## config.mk

```make
export PLATFORM = sky130hd
export DESIGN_NAME = uart_tx_flat
export DESIGN_NICKNAME = d
export VERILOG_FILES = /design/src/rtl/uart_pkg.sv /design/src/rtl/uart_tx_if.sv /design/src/rtl/uart_baud_cnt.sv /design/src/rtl/uart_tx.sv /design/src/flat_wrapper.sv
export SDC_FILE = /design/constraint.sdc
export NUM_CORES = 1
export LEC_CHECK = 0
export BUFFER_PORTS_ARGS = -buffer_cell sky130_fd_sc_hd__buf_4
export CORE_ASPECT_RATIO = 0.9
export CORE_UTILIZATION = 35
export CTS_CLUSTER_DIAMETER = 50
export DETAILED_ROUTE_END_ITERATION = 12
export SLEW_MARGIN = 20
export SYNTH_ARGS = -nofsm -noshare
export SYNTH_HDL_FRONTEND = slang
export SYNTH_SLANG_ARGS = --single-unit
```

## constraint.sdc

```tcl
create_clock -name clk -period 3.4 [get_ports clk]
set_input_delay 0 -clock clk [delete_from_list [all_inputs] [get_ports clk]]
set_output_delay 0 -clock clk [all_outputs]
set_load 0.05 [all_outputs]
```

## src/rtl/uart_pkg.sv

```systemverilog
// Shared definitions for the jacaranda-8 UART: state encodings, frame
// constants and divisor clamping. The parity variant (UART_TX_PARITY_EN)
// widens the state encoding to make room for the PARITY state.
package uart_pkg;

    localparam int unsigned UART_DATA_BITS = 8;
    localparam logic [31:0] UART_MIN_DIV   = 32'd2;

`ifdef UART_TX_PARITY_EN
    typedef enum logic [2:0] {
        IDLE   = 3'b000,
        START  = 3'b001,
        DATA   = 3'b011,
        STOP   = 3'b010,
        PARITY = 3'b110
    } uart_state_e;
`else
    typedef enum logic [1:0] {
        IDLE  = 2'b00,
        START = 2'b01,
        DATA  = 2'b11,
        STOP  = 2'b10
    } uart_state_e;
`endif

    // Divisors below the minimum would give a zero-length bit; force them up.
    function automatic logic [31:0] clamp_div(input logic [31:0] d);
        return (d < UART_MIN_DIV) ? UART_MIN_DIV : d;
    endfunction

endpackage

```

## src/rtl/uart_tx_if.sv

```systemverilog
// CPU-side and line-side signals of the UART transmitter.
// master: the CPU/bench that writes bytes; slave: the transmitter.
interface uart_tx_if;

    logic [31:0]                          clk_count_bit;
    logic                                 tx_en;
    logic                                 wr_en;
    logic [uart_pkg::UART_DATA_BITS-1:0]  wr_data;
    logic                                 full;
    logic                                 busy;
    logic                                 tx;
    logic                                 end_flag;

    modport master (
        output clk_count_bit, tx_en, wr_en, wr_data,
        input  full, busy, tx, end_flag
    );

    modport slave (
        input  clk_count_bit, tx_en, wr_en, wr_data,
        output full, busy, tx, end_flag
    );

endinterface

```

## src/rtl/uart_baud_cnt.sv

```systemverilog
// Bit-period counter: latches a clamped divisor on load and flags the last
// clock of each bit. Shared between tx and a future rx rewrite.
module uart_baud_cnt
    import uart_pkg::*;
(
    input  logic        clk,
    input  logic        rst,
    input  logic        clear,
    input  logic        load,
    input  logic [31:0] div_in,
    output logic        bit_end
);

    logic [31:0] div_q, div_d;
    logic [31:0] clk_cnt_q, clk_cnt_d;

    assign bit_end = (clk_cnt_q == div_q - 32'd1);

    // Next counter/divisor: load restarts a bit with a fresh divisor.
    always_comb begin
        div_d     = div_q;
        clk_cnt_d = clk_cnt_q + 32'd1;
        if (load) begin
            div_d     = clamp_div(div_in);
            clk_cnt_d = '0;
        end else if (clear || bit_end) begin
            clk_cnt_d = '0;
        end
    end

    // Counter registers.
    always_ff @(posedge clk) begin
        if (rst) begin
            div_q     <= '0;
            clk_cnt_q <= '0;
        end else begin
            div_q     <= div_d;
            clk_cnt_q <= clk_cnt_d;
        end
    end

endmodule

```

## src/rtl/uart_tx.sv

```systemverilog
// Double-buffered 8N1 UART transmitter (8E1 when UART_TX_PARITY_EN is
// defined). A one-byte holding register feeds the shifter so the next byte
// can be queued while a frame is on the wire.
module uart_tx
    import uart_pkg::*;
#(
    parameter int unsigned DATA_BITS  = 8,
    parameter logic        IDLE_LEVEL = 1'b1
) (
    input  logic     clk,
    input  logic     rst,
    uart_tx_if.slave bus
);

    if (DATA_BITS != UART_DATA_BITS) begin : g_bad_width
        $error("uart_tx supports only 8 data bits");
    end

    localparam logic [2:0] LAST_BIT = 3'(UART_DATA_BITS - 1);

    uart_state_e state_q, state_d;
    logic [7:0]  hold_q, hold_d;
    logic [7:0]  shift_q, shift_d;
    logic [2:0]  bit_cnt_q, bit_cnt_d;
    logic        full_q, full_d;
    logic        tx_q, tx_d;
    logic        end_q, end_d;
`ifdef UART_TX_PARITY_EN
    logic        parity_q, parity_d;
`endif

    logic load;
    logic bit_end;
    logic start_ok;

    assign start_ok = full_q && bus.tx_en;

    uart_baud_cnt u_baud (
        .clk     (clk),
        .rst     (rst),
        .clear   (state_q == IDLE),
        .load    (load),
        .div_in  (bus.clk_count_bit),
        .bit_end (bit_end)
    );

    // Frame sequencing, holding-register write/drain and line level.
    always_comb begin
        state_d   = state_q;
        hold_d    = hold_q;
        shift_d   = shift_q;
        bit_cnt_d = bit_cnt_q;
        full_d    = full_q;
        tx_d      = tx_q;
        end_d     = 1'b0;
        load      = 1'b0;
`ifdef UART_TX_PARITY_EN
        parity_d  = parity_q;
`endif

        case (state_q)
            IDLE: begin
                tx_d = IDLE_LEVEL;
                if (start_ok) load = 1'b1;
            end
            START: begin
                if (bit_end) begin
                    tx_d    = shift_q[0];
                    state_d = DATA;
                end
            end
            DATA: begin
                if (bit_end) begin
                    if (bit_cnt_q != LAST_BIT) begin
                        shift_d   = shift_q >> 1;
                        tx_d      = shift_q[1];
                        bit_cnt_d = bit_cnt_q + 3'd1;
                    end else begin
`ifdef UART_TX_PARITY_EN
                        tx_d    = parity_q;
                        state_d = PARITY;
`else
                        tx_d    = IDLE_LEVEL;
                        state_d = STOP;
`endif
                    end
                end
            end
`ifdef UART_TX_PARITY_EN
            PARITY: begin
                if (bit_end) begin
                    tx_d    = IDLE_LEVEL;
                    state_d = STOP;
                end
            end
`endif
            STOP: begin
                if (bit_end) begin
                    end_d = 1'b1;
                    if (start_ok) load = 1'b1;
                    else          state_d = IDLE;
                end
            end
            default: state_d = IDLE;
        endcase

        // Frame start from IDLE or directly out of STOP (back-to-back).
        if (load) begin
            shift_d   = hold_q;
            full_d    = 1'b0;
            tx_d      = ~IDLE_LEVEL;
            bit_cnt_d = '0;
            state_d   = START;
`ifdef UART_TX_PARITY_EN
            parity_d  = ^hold_q;
`endif
        end

        // load needs full_q=1, so it never coincides with an accepted write.
        if (bus.wr_en && !full_q) begin
            hold_d = bus.wr_data;
            full_d = 1'b1;
        end
    end

    // State and registered outputs.
    always_ff @(posedge clk) begin
        if (rst) begin
            state_q   <= IDLE;
            hold_q    <= '0;
            shift_q   <= '0;
            bit_cnt_q <= '0;
            full_q    <= 1'b0;
            tx_q      <= IDLE_LEVEL;
            end_q     <= 1'b0;
`ifdef UART_TX_PARITY_EN
            parity_q  <= 1'b0;
`endif
        end else begin
            state_q   <= state_d;
            hold_q    <= hold_d;
            shift_q   <= shift_d;
            bit_cnt_q <= bit_cnt_d;
            full_q    <= full_d;
            tx_q      <= tx_d;
            end_q     <= end_d;
`ifdef UART_TX_PARITY_EN
            parity_q  <= parity_d;
`endif
        end
    end

    assign bus.full     = full_q;
    assign bus.busy     = (state_q != IDLE);
    assign bus.tx       = tx_q;
    assign bus.end_flag = end_q;

endmodule

```

## src/flat_wrapper.sv

```systemverilog
// flat-port wrapper written by rule: the top's interface ports become plain ports
module uart_tx_flat import uart_pkg::*;
#(
    parameter int unsigned DATA_BITS  = 8,
    parameter logic        IDLE_LEVEL = 1'b1
)
  (clk, rst, bus_clk_count_bit, bus_tx_en, bus_wr_en, bus_wr_data, bus_full, bus_busy, bus_tx, bus_end_flag);
  uart_tx_if bus_i ();
  input  logic clk;
  input  logic rst;
  input wire logic [$bits(bus_i.clk_count_bit)-1:0] bus_clk_count_bit;
  input wire logic [$bits(bus_i.tx_en)-1:0] bus_tx_en;
  input wire logic [$bits(bus_i.wr_en)-1:0] bus_wr_en;
  input wire logic [$bits(bus_i.wr_data)-1:0] bus_wr_data;
  output wire logic [$bits(bus_i.full)-1:0] bus_full;
  output wire logic [$bits(bus_i.busy)-1:0] bus_busy;
  output wire logic [$bits(bus_i.tx)-1:0] bus_tx;
  output wire logic [$bits(bus_i.end_flag)-1:0] bus_end_flag;
  assign bus_i.clk_count_bit = bus_clk_count_bit;
  assign bus_i.tx_en = bus_tx_en;
  assign bus_i.wr_en = bus_wr_en;
  assign bus_i.wr_data = bus_wr_data;
  assign bus_full = bus_i.full;
  assign bus_busy = bus_i.busy;
  assign bus_tx = bus_i.tx;
  assign bus_end_flag = bus_i.end_flag;
  uart_tx #(.DATA_BITS(DATA_BITS), .IDLE_LEVEL(IDLE_LEVEL)) u_core (.clk(clk), .rst(rst), .bus(bus_i));
endmodule
```

==> After elaboration in Yosys (flattened, before gate mapping) <==
Cells that the tools add are included.
{ "totals": {"inputBits": 44, "ff_bits": 88, "out_inout_bits": 4, "wordCells": 74} }
{ "classes": {"n_eq_ne": 15, "n_addsub": 3, "n_mux": 23, "magnitude_cmp": 1, "reduce_logical": 21, "n_bitwise": 1} }
{ "op_table": {"columns": ["cell", "count"], "rows": [
  ["adder 32 x 1 -> 32 bit, second input constant", 1],
  ["equality test 32 bit", 1],
  ["less-than comparator 32 x 2 -> 1 bit, second input constant", 1],
  ["2-to-1 mux 32 bit", 1],
  ["2-to-1 mux 8 bit", 4],
  ["subtractor 32 x 1 -> 32 bit, second input constant", 1],
  ["!= test 3 x 2 -> 1 bit, second input constant", 5],
  ["AND reduction 6 bit", 2],
  ["2-to-1 mux 1 bit", 10],
  ["2-to-1 mux 2 bit", 5],
  ["!= test 2 bit, second input constant", 5],
  ["nonzero test 2 bit", 5],
  ["AND reduction 3 bit", 3],
  ["nonzero test 4 bit", 2],
  ["case mux 2 bit (3 select lines)", 1],
  ["equality test 2 bit, second input constant", 2],
  ["OR reduction 2 bit", 2],
  ["adder 3 x 1 -> 3 bit, second input constant", 1],
  ["!= test 3 bit, second input constant", 1],
  ["case mux 1 bit (3 select lines)", 1],
  ["nonzero test 3 bit", 1],
  ["OR reduction 3 bit", 1],
  ["equality test 2 x 1 -> 1 bit, second input constant", 1],
  ["logical AND 1 bit", 2],
  ["5 further kinds", 5]
]} }

==> Depth between registers and ports, before layout <==
Gate-level depths: netlist of the first run.
{ "depth": {"depth_word": 6, "mapped_depth": 13, "mapped_depth_nobuf": 11} }

==> Hierarchy <==
From an unflattened synthesis of the first run, not the netlist that was laid out.
{ "unflattened": {"cells_unflattened": 526, "hier_area_um2": 4708.3} }
{ "by_module_without_submodules": {"columns": ["module", "cells_per_inst", "area_per_inst_um2", "instances", "seq_area_each_um2"], "rows": [
  ["uart_baud_cnt", 411, 3653.5, 1, 1281.2],
  ["uart_tx", 115, 1054.8, 1, 480.5]
]} }

==> Least setup slack after synthesis of the first run <==
No wires, ideal clock.
{ "synth_timing": {"kind": "register to register", "from": "register u_core.u_baud.div_q[0]", "to": "register u_core.state_q[1]", "stages_incl_launch_ff": 12, "required_time_ns": 3.284, "setup_ns": 0.116, "t_arrival_ns": 2.882, "slack_ns": 0.403, "path_buffers": 0, "synth_period_minus_slack_ns": 2.997, "cell_sequence": "dfxtp_1 inv_1 ha_1 nor3b_2 and2_1 o2111a_1 o22ai_1 or4_4 nor4_4 a31oi_1 nor4b_2 and3b_1"} }
{ "synth_between": {"elab_chain_len": 5, "word_cells_on_any_way": 9, "cone_classes": "add/sub (1); eq/ne (4); mux (2); reduce/logical (2)"} }
{ "synth_lines": {"columns": ["element", "line", "text"], "rows": [
  ["start, declared", "uart_baud_cnt.sv:14", "logic [31:0] div_q, div_d;"],
  ["start signal, assigned", "uart_baud_cnt.sv:37", "div_q <= div_d;"],
  ["subtractor 32 x 1 -> 32 bit (*)", "uart_baud_cnt.sv:17", "assign bit_end = (clk_cnt_q == div_q - 32'd1);"],
  ["equality test 32 bit (*)", "uart_baud_cnt.sv:17", null],
  ["2-to-1 mux 1 bit", "uart_tx.sv:98", "if (bit_end) begin"],
  ["case mux 1 bit (2 select lines)", "uart_tx.sv:61", "case (state_q)"],
  ["OR reduction 2 bit (no line)", null, null],
  ["end signal, assigned", "uart_tx.sv:140", "state_q <= state_d;"],
  ["end, declared", "uart_tx.sv:21", "uart_state_e state_q, state_d;"]
]} }
Mark *: on every way between the ends. The rest lies on a longest branch, timed or not.
A chain may end at the register's enable or synchronous reset.

==> Final worst setup path of the first run <==
{ "layout_timing": {"from": "register u_core.u_baud.div_q[1]", "to": "register u_core.state_q[1]"} }
Same word-level chain as after synthesis.

==> results of run 1 <==
[per-stage QoR]
stage / util (%) / hold WS, ns / total power (W) / setup TNS (ns)
floorplan: - / 0.125 / 0.00161 / 0
global placement: 40.0 / 0.211 / 0.00180 / 0
detailed placement: 40.0 / 0.224 / 0.00181 / 0
CTS: 45.9 / 0.111 / 0.00284 / 0
global route: 46.1 / 0.121 / 0.00297 / -0.0118
finish: 46.1 / 0.122 / 0.00284 / 0
[critical path: stages (launching register included)]
cell and delay (ns):
dfxtp_1 0.36, inv_1 0.09, ha_1 0.19, nor3b_4 0.29
buf_4 0.21, nand2_1 0.06, nor4_1 0.31, a31oi_2 0.11
or4_1 0.59, nor4_4 0.25, a31oi_1 0.17, nor4b_2 0.25
and3b_1 0.20
[how the worst min path moves through the flow]
stage,end
2_1_floorplan,u_core.u_baud.div_q[25]
3_3_place_gp,u_core.u_baud.div_q[0]
3_5_place_dp,u_core.u_baud.div_q[0]
4_1_cts,u_core.u_baud.div_q[1]
5_1_grt,u_core.u_baud.div_q[1]
6_report,u_core.u_baud.div_q[1]
[kinds of logic (layout without fill, tap and decap cells)]
group | Yosys count | count (layout) | share of synthesized area [%]
simple gates | 237 | 237 | 27.8
compound gates | 94 | 94 | 14.0
flops | 88 | 88 | 36.5
xor+xnor | 72 | 72 | 13.4
buf+inv | 41 | 137 | 3.66
mux | 11 | 11 | 2.31
fa+ha+maj | 9 | 9 | 2.34
[final cells by class]
| type | instances | area [sq um] | area share, % |
|---|---|---|---|
| clock buffer | 9 | 225 | 3.64 |
| clock inverter | 7 | 70.1 | 1.13 |
| inverter | 11 | 41.3 | 0.668 |
| multi-input combinational | 423 | 2910 | 47.1 |
| sequential | 88 | 1760 | 28.5 |
| tap | 168 | 210 | 3.40 |
| timing repair buffer | 110 | 963 | 15.6 |
[state kept, by name (all words and copies together), names as in the netlist]
signal	cells
u_core.u_baud.clk_cnt_q	32
u_core.u_baud.div_q	32
u_core.hold_q	8
u_core.shift_q	8
u_core.bit_cnt_q	3
u_core.state_q	2
u_core.bus.end_flag	1
u_core.bus.full	1
u_core.bus.tx	1
[cells in the final DEF, fill, tap and decap left out, types with 2 or more instances in the layout]
master	netlist	routed
a2111oi_2	2	2
a211oi_1	3	3
a21oi_1	21	21
a22o_1	30	30
a31oi_1	4	2
a31oi_2	0	2
a41oi_1	2	2
and2_1	5	5
and3_1	14	14
and4_1	5	4
buf_4	1	59
clkbuf_16	0	9
dfxtp_1	88	87
dlygate4sd3_1	0	50
ha_1	9	9
inv_1	11	11
inv_6	0	4
mux2i_1	10	10
nand2_1	38	38
nand2b_1	5	5
nand3_1	23	23
nand4_1	14	14
nor2_1	62	62
nor2b_1	6	6
nor3_1	17	16
nor3_2	1	2
nor3b_1	2	2
nor4_1	19	19
nor4_2	4	4
nor4_4	4	4
o21ai_0	18	17
o22ai_1	2	2
o31ai_1	2	2
or2_2	2	2
or4_1	4	4
xnor2_1	34	34
xor2_1	37	37
[layer usage]
layer	up-vias	GRT usage, %
li1	2172	-
met1	2068	25.3
met2	116	30.4
met3	25	3.78
met4	0	6.75
met5	-	0
[Yosys cell counts, drive strengths merged (2+ instances only)]
cell,n,area [sq um]
or4,5,41.3
a2111oi,2,30.0
nor2b,6,37.5
or2,2,12.5
inv,11,41.3
buf,17,86.3
nand2b,5,31.3
dfxtp,88,1760
a211oi,3,22.5
a31oi,4,25.0
mux2i,10,100
a22o,30,263
nand3,23,115
xor2,37,324
nor3,18,95.1
a41oi,2,17.5
o21ai,18,90.1
nand2,39,149
nor4,27,254
a21oi,21,105
nand4,14,87.6
and3,14,87.6
o31ai,2,15.0
and2,5,31.3
clkbuf,13,48.8
o22ai,2,12.5
nor3b,3,27.5
and4,5,43.8
nor2,62,233
xnor2,34,298
ha,9,113
[report_power, final]
part	total, W	internal (W)	switching [W]
Sequential	0.00113	0.00107	0.0000629
Clock	0.000977	0.000517	0.000460
Combinational	0.000725	0.000332	0.000393
Total	0.00284	0.00192	0.000916
[repair_timing]
item | 4_1_cts | 5_1_grt
buffers inserted | 0 | 0
resized for setup | 0 | 6
setup endpoints to repair | 0 | 34
hold endpoints to repair | 44 | 0
hold buffers | 50 | 0
==> out/results.txt, run 1 <==
status: complete, no violations
Worst setup SP type: register
crit end category: register
Final Setup Violations: 0
Hold Crit Depth: 3
die area: 0.0143 sq mm
placer's final routability congestion estimate: 0.852
final clock skew: 0.00771 ns
CTS max path bufs: 2
vias per cell: 5.37
Pre-antenna DRT Iters: 5
Synth Flop Type: dfxtp_1
DR WL met3: 509 um
Lkg Pwr: 2.46 nW
Final nets: 696
synthesized area: 0.00482 sq mm
Post-Place Setup Slack: 0.154 ns
Top Metal Used: met4
Slew HR: 64.3%
clk sinks: 88
Layout area overhead: 28.2%
Hold Path Class: in -> reg
I/O Buffers: 47
Clock Tree Root: clkbuf_16
Slew @ Worst Pin: 0.531 ns
largest net degree at the start of global routing: 32
worst reg-to-reg setup slack: 0.20 ns
syn_area_per_cell: 8.74 sq um
Die X-Extent: 126 um
Fmax: 312 MHz
number of global-route vias before repair: 4,231
routed length on met1: 6430 um
met2 wire length: 5850 um
DP Wirelength: 9690 um
global-route wire length before repair: 21,300 um
CTS Buf Count: 9
Tmin final: 3.20 ns
crit path kind: reg -> reg
Remaining Overflow, GRT: 0
Vias: 4,381
VDD IR-drop max: 0.265 mV
min-delay src: bus_clk_count_bit[1]
Syn Nets: 605
reg2reg start: u_core.u_baud.div_q[1]
Critical Path Sink: u_core.state_q[1]
clock slew at reported path FFs: 0.07 ns
IO Pins: 48
Post-Syn Instances: 552
Final Hold Fails: 0
final std cells w/o fill: 816
Die Span Y: 113 um
ys async rst share: 0%
sequential fraction of the synthesis area: 36.5%
Arr. time, crit path: 3.44 ns
post-route ant nets: 0
DP Area: 0.00537 sq mm
Worst Setup SP: u_core.u_baud.div_q[1]
cell area after layout: 0.00618 sq mm
Core Box Area: 0.0134 sq mm
DRC viols: 0
Critical Path Fanout Max: 6
FP Rows: 40
fin crit share: 94.2%
Synth Register Bits: 88
fin. max-slew vios: 0
H-tree depth: 3
Starting DRT DRC Count: 263
Starting Density: 36.0%
max-cap violations: 0
diodes inserted: 0
worst skew pair latency: 0.35 ns
WP data required: 3.64 ns
initial antenna violation count: 0
fin worst setup slack: 0.196 ns
EDFF count, synth: 0
CTS tree: yes
total track usage: 19.0%
Cells after DPL: 750
ratio of cells with drive above 1 in the final layout: 15.7%
pwr dens: 459 mW/mm^2
Fillers: 1,274
Ys Warns: 0
r2r endpoint: u_core.state_q[1]
r2r worst-path depth: 12
post-synth cell types: 60
routed length per placed instance: 16.0 um
final wirelength: 13,100 um
No activity file was read; power rests on OpenSTA's default activity.
==> run 2: changes to the inputs <==
- SYNTH_HIERARCHICAL: default -> 1
==> run 2 against run 1 <==
  * Global-route usage increased by 0.46 points
  * Register-to-register slack got worse by 0.61 ns
  * Wire length hardly changed
  * Final cell count increased by 2.3%
  * The flow now finishes with violations (negative setup slack)
  * Synthesized area shrank 2.4%
  * Total power down 6.2%
  * Via count up 0.91%
  * Clock skew increased by 0.0026 ns
  * Die area decreased by 2.3%
  * Flip-flop and latch count did not move
  * Critical endpoint is now u_core/u_baud/div_q[23]
  * Design area rose by 6.1%
  * Critical path type unchanged
==> out/results.txt, run 2 <==
status: complete, but fails checks (was complete, no violations)
violated checks: negative setup slack
Slew HR: 52.0% (was 64.3%)
clk sinks: 88 (unchanged)
die area: 0.0139 sq mm (was 0.0143 sq mm)
commonest non-fill, non-tap cell in the layout: buf_4 (was dfxtp_1)
largest net degree at the start of global routing: 29 (was 32)
I/O Buffers: 47 (unchanged)
Final Setup Violations: 80 (was 0)
Starting DRT DRC Count: 210 (was 263)
H-tree depth: 3 (unchanged)
clock slew at reported path FFs: 0.06 ns (was 0.07 ns)
syn_area_per_cell: 8.95 sq um (was 8.74 sq um)
worst reg-to-reg setup slack: -0.41 ns (was 0.20 ns)
area leader, netlist: dfxtp_1 (unchanged)
Worst Hold End: u_core/state_q[0] (was u_core.u_baud.div_q[1])
Clock Tree Root: clkbuf_16 (unchanged)
Core Box Area: 0.0129 sq mm (was 0.0134 sq mm)
DP Area: 0.00564 sq mm (was 0.00537 sq mm)
post-synth cell types: 61 (was 60)
top cell type's share of synthesized area: 37.4% (was 36.5%)
Vias: 4,421 (was 4,381)
DRC viols: 0 (unchanged)
fin. max-slew vios: 0 (unchanged)
crit path kind: reg -> reg (unchanged)
max-cap violations: 0 (unchanged)
Tmin final: 3.81 ns (was 3.20 ns)
Remaining Overflow, GRT: 0 (unchanged)
Post-Syn Instances: 526 (was 552)
CTS tree: yes (unchanged)
ratio of cells with drive above 1 in the final layout: 26.4% (was 15.7%)
Arr. time, crit path: 4.10 ns (was 3.44 ns)
post-route ant nets: 0 (unchanged)
Syn Nets: 574 (was 605)
IO Pins: 48 (unchanged)
Layout area overhead: 39.3% (was 28.2%)
ys async rst share: 0% (unchanged)
biggest regs: u_core/u_baud/clk_cnt_q (32), u_core/u_baud/div_q (32) (was u_core.u_baud.clk_cnt_q (32), u_core.u_baud.div_q (32))
total track usage: 19.4% (was 19.0%)
worst skew pair latency: 0.35 ns (about the same)
final wirelength: 13,100 um (about the same)
DP Wirelength: 9710 um (was 9690 um)
Fillers: 1,214 (was 1,274)
number of global-route vias before repair: 4,428 (was 4,231)
fin worst setup slack: -0.413 ns (was 0.196 ns)
crit end category: register (unchanged)
unrepaired setup endpoints after global routing: yes
fin crit share: 112% (was 94.2%)
CTS max path bufs: 2 (unchanged)
diodes inserted: 0 (unchanged)
placer's final routability congestion estimate: 0.847 (was 0.852)
VDD IR-drop max: 0.266 mV (was 0.265 mV)
r2r endpoint: u_core/u_baud/div_q[23] (was u_core.state_q[1])
Pre-antenna DRT Iters: 4 (was 5)
Worst setup SP type: register (unchanged)
Synth area leaders: dfxtp_1, xor2_1, a22o_1 (was dfxtp_1, xor2_1, xnor2_1)
Slew @ Worst Pin: 0.715 ns (was 0.531 ns)
pwr dens: 406 mW/mm^2 (was 459 mW/mm^2)
routed length per placed instance: 15.6 um (was 16.0 um)
fin util: 50.9% (was 46.1%)
vias per cell: 5.29 (was 5.37)
global-route wire length before repair: 21,800 um (was 21,300 um)
FP Rows: 39 (was 40)
Post-synth top cells: dfxtp_1, nor3_1, nand2_1, xor2_1, a22o_1 (was dfxtp_1, nor2_1, nand2_1)
most frequent cells in the layout: buf_4, dfxtp_1, nor3_1 (was dfxtp_1, nor2_1, buf_4)
synthesized area: 0.00471 sq mm (was 0.00482 sq mm)
sequential fraction of the synthesis area: 37.4% (was 36.5%)
Die X-Extent: 124 um (was 126 um)
EDFF count, synth: 0 (unchanged)
min-delay src: bus_tx_en (was bus_clk_count_bit[1])
Final Hold Fails: 0 (unchanged)
Critical Path Fanout Max: 24 (was 6)
reg2reg start: u_core/u_baud/div_q[15] (was u_core.u_baud.div_q[1])
Synth Flop Type: dfxtp_1 (unchanged)
Die Span Y: 112 um (was 113 um)
cell area after layout: 0.00656 sq mm (was 0.00618 sq mm)
Ys Warns: 6 (was 0)
Hold Crit Depth: 3 (unchanged)
initial antenna violation count: 0 (unchanged)
r2r worst-path depth: 13 (was 12)
Fmax: 262 MHz (was 312 MHz)
WP data required: 3.69 ns (was 3.64 ns)
Final TNS setup: -27.83 ns (was 0 ns)
Lkg Pwr: 2.69 nW (was 2.46 nW)
CTS Buf Count: 9 (unchanged)
Starting Density: 36.5% (was 36.0%)
final clock skew: 0.0103 ns (was 0.00771 ns)
Synth Register Bits: 88 (unchanged)
Final Power: 0.00266 W (was 0.00284 W)
most frequent cell after synthesis: dfxtp_1 (unchanged)
Hold Path Class: in -> reg (unchanged)
Final nets: 714 (was 696)
run 2: cells by family (layout without fill, tap and decap cells):
logic type / after synthesis / in the layout / synth area share (%)
buf+inv: 37 / 182 / 4.12
compound gates: 88 / 88 / 14.1
mux: 14 / 14 / 3.06
fa+ha+maj: 4 / 4 / 1.06
flops: 88 / 88 / 37.4
simple gates: 225 / 225 / 27.2
xor+xnor: 70 / 70 / 13.0
run 2: how the worst max path moves through the flow:
stage / from / depth (start not counted) / end / slack, ns
finish: u_core/u_baud/div_q[15] / 13 / u_core/u_baud/div_q[23] / -0.41
global route: u_core/u_baud/div_q[15] / 13 / u_core/u_baud/div_q[22] / -0.53
CTS: u_core/u_baud/div_q[7] / 13 / u_core/u_baud/div_q[9] / -0.40
detailed placement: u_core/u_baud/div_q[7] / 11 / u_core/shift_q[3] / -0.55
global placement: u_core/u_baud/div_q[7] / 10 / u_core/bus.tx / -0.44
floorplan: u_core/u_baud/div_q[11] / 16 / u_core/u_baud/div_q[22] / -0.83
run 2: report_power, final:
part	switching, W	internal (W)
Sequential	0.0000244	0.00106
Clock	0.000426	0.000592
Combinational	0.000266	0.000290
Total	0.000716	0.00194
run 2: area by class of cell:
| cell class | instances | area (sq um) | area share (%) |
|---|---|---|---|
| multi-input cells | 401 | 2860 | 43.6 |
| flip-flops and latches | 88 | 1760 | 26.9 |
| repair buffers | 161 | 1400 | 21.4 |
| clock buffers | 10 | 239 | 3.64 |
| well taps | 164 | 205 | 3.13 |
| clock inverters | 6 | 66.3 | 1.01 |
| inverters | 5 | 23.8 | 0.362 |
run 2: worst max-delay path, stage by stage, from the launching register on:
cell,delay [ns]
dfxtp_1,0.31
or4_1,0.51
or4_4,0.50
or3_4,0.41
or4b_4,0.49
a221o_1,0.36
nor4_4,0.23
nand2b_4,0.21
nand2b_4,0.07
inv_6,0.08
o21ai_4,0.07
nor2_4,0.16
buf_12,0.19
a22o_1,0.14
run 2: per-stage QoR:
stage	setup WS (ns)	hold slack [ns]	instances
CTS	-0.403	0.0144	832
global placement	-0.439	0.220	768
detailed placement	-0.549	0.224	768
global route	-0.534	0.0448	835
floorplan	-0.828	0.0787	526
finish	-0.413	0.0265	835
run 2: what timing repair did:
action                     CTS  global route
gates resized for setup     24             7
hold buffers                41             0
hold endpoints to repair    41             0
pin swaps                   12             5
cloned                       1             0
setup buffers                7             3
setup endpoints to repair   80            80
run 2: routing by layer:
layer / wire length (um) / global-route usage (%) / vias up / part of all wire (%)
li1: - / - / 2214 / -
met1: 6050 / 24.6 / 2110 / 46
met2: 6170 / 32.7 / 78 / 47
met3: 550 / 4.15 / 19 / 4.2
met4: 293 / 6.75 / 0 / 2.2
met5: 0 / 0 / - / 0
==> run 3: changes to the inputs <==
- MAX_ROUTING_LAYER: default -> met4
==> run 3 against run 2 <==
  * The flow still finishes with violations (negative setup slack)
  * Worst setup slack lost 0.0035 ns
  * Global-route usage increased by 0.59 points
  * Core utilization stayed put
  * Maximum frequency hardly changed
  * Die area is the same
  * Total power hardly changed
  * Flip-flop and latch count unchanged
  * Design area stayed put
  * Clock skew down 0.00080 ns
  * Count of clock-buffer cells in the layout stayed put
  * Final cell count unchanged
  * Highest routed layer unchanged
==> out/results.txt, run 3 (same netlist as run 2, synthesis figures left out) <==
number of global-route vias before repair: 4,425 (was 4,428)
Starting Density: 36.5% (unchanged)
Slew @ Worst Pin: 0.718 ns (was 0.715 ns)
unrepaired setup endpoints after global routing: yes (unchanged)
CTS tree: yes (unchanged)
Crit-path slowest cell: or4_1 (unchanged)
most used cell, CP: nand2b_4 (unchanged)
Final Hold Fails: 0 (unchanged)
fin crit share: 112% (about the same)
IO Pins: 48 (unchanged)
Die X-Extent: 124 um (unchanged)
Layout area overhead: 39.3% (unchanged)
final wirelength: 13,100 um (about the same)
P_sw: 0.000717 W (was 0.000716 W)
status: complete, but fails checks (unchanged)
pwr dens: 406 mW/mm^2 (about the same)
initial antenna violation count: 0 (unchanged)
Final nets: 714 (unchanged)
internal power: 0.00194 W (about the same)
switching part of the total power: 26.9% (about the same)
routed length per placed instance: 15.7 um (was 15.6 um)
DRC viols: 0 (unchanged)
die area: 0.0139 sq mm (unchanged)
placer's final routability congestion estimate: 0.860 (was 0.847)
final clock skew: 0.00949 ns (was 0.0103 ns)
global-route wire length before repair: 21,800 um (unchanged)
Pre-antenna DRT Iters: 4 (unchanged)
clk sinks: 88 (unchanged)
Vias: 4,411 (was 4,421)
I/O Buffers: 47 (unchanged)
max-cap violations: 0 (unchanged)
clock slew at reported path FFs: 0.06 ns (about the same)
Slew HR: 51.8% (was 52.0%)
most frequent cells in the layout: buf_4, dfxtp_1, nor3_1 (unchanged)
r2r worst-path depth: 13 (unchanged)
Hold Slack: 0.0279 ns (was 0.0265 ns)
fin. max-slew vios: 0 (unchanged)
Hold Crit Depth: 3 (unchanged)
WP data required: 3.69 ns (about the same)
CTS Buf Count: 9 (unchanged)
Reg power frac: 40.9% (about the same)
diodes inserted: 0 (unchanged)
DP Wirelength: 9710 um (unchanged)
Fmax: 262 MHz (about the same)
biggest regs: u_core/u_baud/clk_cnt_q (32), u_core/u_baud/div_q (32) (unchanged)
post-route ant nets: 0 (unchanged)
CP cell instances: or4_1 -> or4_4 -> or3_4 -> or4b_4 -> a221o_1 -> nor4_4 -> nand2b_4 -> nand2b_4 -> inv_6 -> o21ai_4 -> nor2_4 -> buf_12 -> a22o_1 (unchanged)
combinational power share: 20.9% (about the same)
Hold Path Class: in -> reg (unchanged)
Post-Place Setup Slack: -0.549 ns (unchanged)
Clk pwr share: 38.2% (was 38.3%)
CTS max path bufs: 2 (unchanged)
commonest non-fill, non-tap cell in the layout: buf_4 (unchanged)
Core Box Area: 0.0129 sq mm (unchanged)
fin worst setup slack: -0.417 ns (was -0.413 ns)
crit end category: register (unchanged)
largest net degree at the start of global routing: 29 (unchanged)
Final Setup Violations: 80 (unchanged)
crit path kind: reg -> reg (unchanged)
Remaining Overflow, GRT: 0 (unchanged)
Tmin final: 3.82 ns (was 3.81 ns)
Starting DRT DRC Count: 223 (was 210)
Clock Tree Root: clkbuf_16 (unchanged)
violated checks: negative setup slack (unchanged)
vias per cell: 5.28 (was 5.29)
Die Span Y: 112 um (unchanged)
Arr. time, crit path: 4.11 ns (was 4.10 ns)
CP max stage delay: 0.51 ns (about the same)
Critical Path Fanout Max: 24 (unchanged)
Lkg Pwr: 2.69 nW (unchanged)
H-tree depth: 3 (unchanged)
FP Rows: 39 (unchanged)
ratio of cells with drive above 1 in the final layout: 26.4% (unchanged)
Worst setup SP type: register (unchanged)
worst skew pair latency: 0.35 ns (about the same)
total track usage: 20.0% (was 19.4%)
VDD IR-drop max: 0.266 mV (about the same)
-- run 3: cell counts in the layout (fill, tap and decap cells not counted) --
Identical to the previous run, type by type.
-- run 3: routing by layer --
| metal | vias up | track usage, % | wire length, um |
|---|---|---|---|
| met2 | 80 | 32.7 | 6190 |
| met5 | - | - | 0 |
| met4 | 0 | 5.54 | 258 |
| li1 | 2212 | - | - |
| met1 | 2102 | 24.6 | 6080 |
| met3 | 17 | 4.86 | 575 |
-- run 3: power groups by stage --
stage	Combinational (W)	Clock, W	Sequential, W
finish	0.000556	0.00102	0.00109
global placement	0.000481	0	0.00111
detailed placement	0.000490	0	0.00111
global route	0.000604	0.00108	0.00109
CTS	0.000551	0.00104	0.00109
floorplan	0.000288	0	0.00111
-- run 3: final timing paths --
check / startpoint / endpoint / slack [ns]
worst min-delay path: bus_tx_en / u_core/state_q[0] / 0.03
worst min register to register: u_core/hold_q[7] / u_core/hold_q[7] / 0.46
worst max-delay path: u_core/u_baud/div_q[15] / u_core/u_baud/div_q[23] / -0.42
worst max register to register: u_core/u_baud/div_q[15] / u_core/u_baud/div_q[23] / -0.42
-- run 3: layout make-up --
class	count	area, sq um
timing repair buffer	161	1400
sequential	88	1760
clock inverter	6	66.3
clock buffer	10	239
tap	164	205
fill	1214	6320
multi-input combinational	401	2860
inverter	5	23.8
-- run 3: metrics by stage --
step / total power, W / setup TNS (ns) / cells / area (sq um) / utilization [%]
6_report: 0.00266 / -28.16 / 835 / 6560 / 50.9
5_1_grt: 0.00278 / -36.90 / 835 / 6560 / 50.9
4_1_cts: 0.00268 / -28.09 / 832 / 6510 / 50.5
3_5_place_dp: 0.00160 / -37.05 / 768 / 5640 / 43.8
3_3_place_gp: 0.00159 / -31.02 / 768 / 5640 / 43.8
2_1_floorplan: 0.00140 / -56.26 / 526 / 4810 / -
-- run 3: timing repair --
item,CTS,global route
setup buffers,7,3
resized for setup,24,7
gates cloned,1,0
hold buffers,41,0
pin swaps,12,5
hold endpoints to repair,41,0
endpoints found under the setup margin,80,80
-- run 3: worst max-delay path: cells and delay by family (launching register included) --
| kind | cells | cell delay, ns |
|---|---|---|
| buffers and inverters | 2 | 0.27 |
| and+or+nand+nor | 8 | 2.58 |
| AOI/OAI and AO/OA | 3 | 0.57 |
| DFF | 1 | 0.31 |
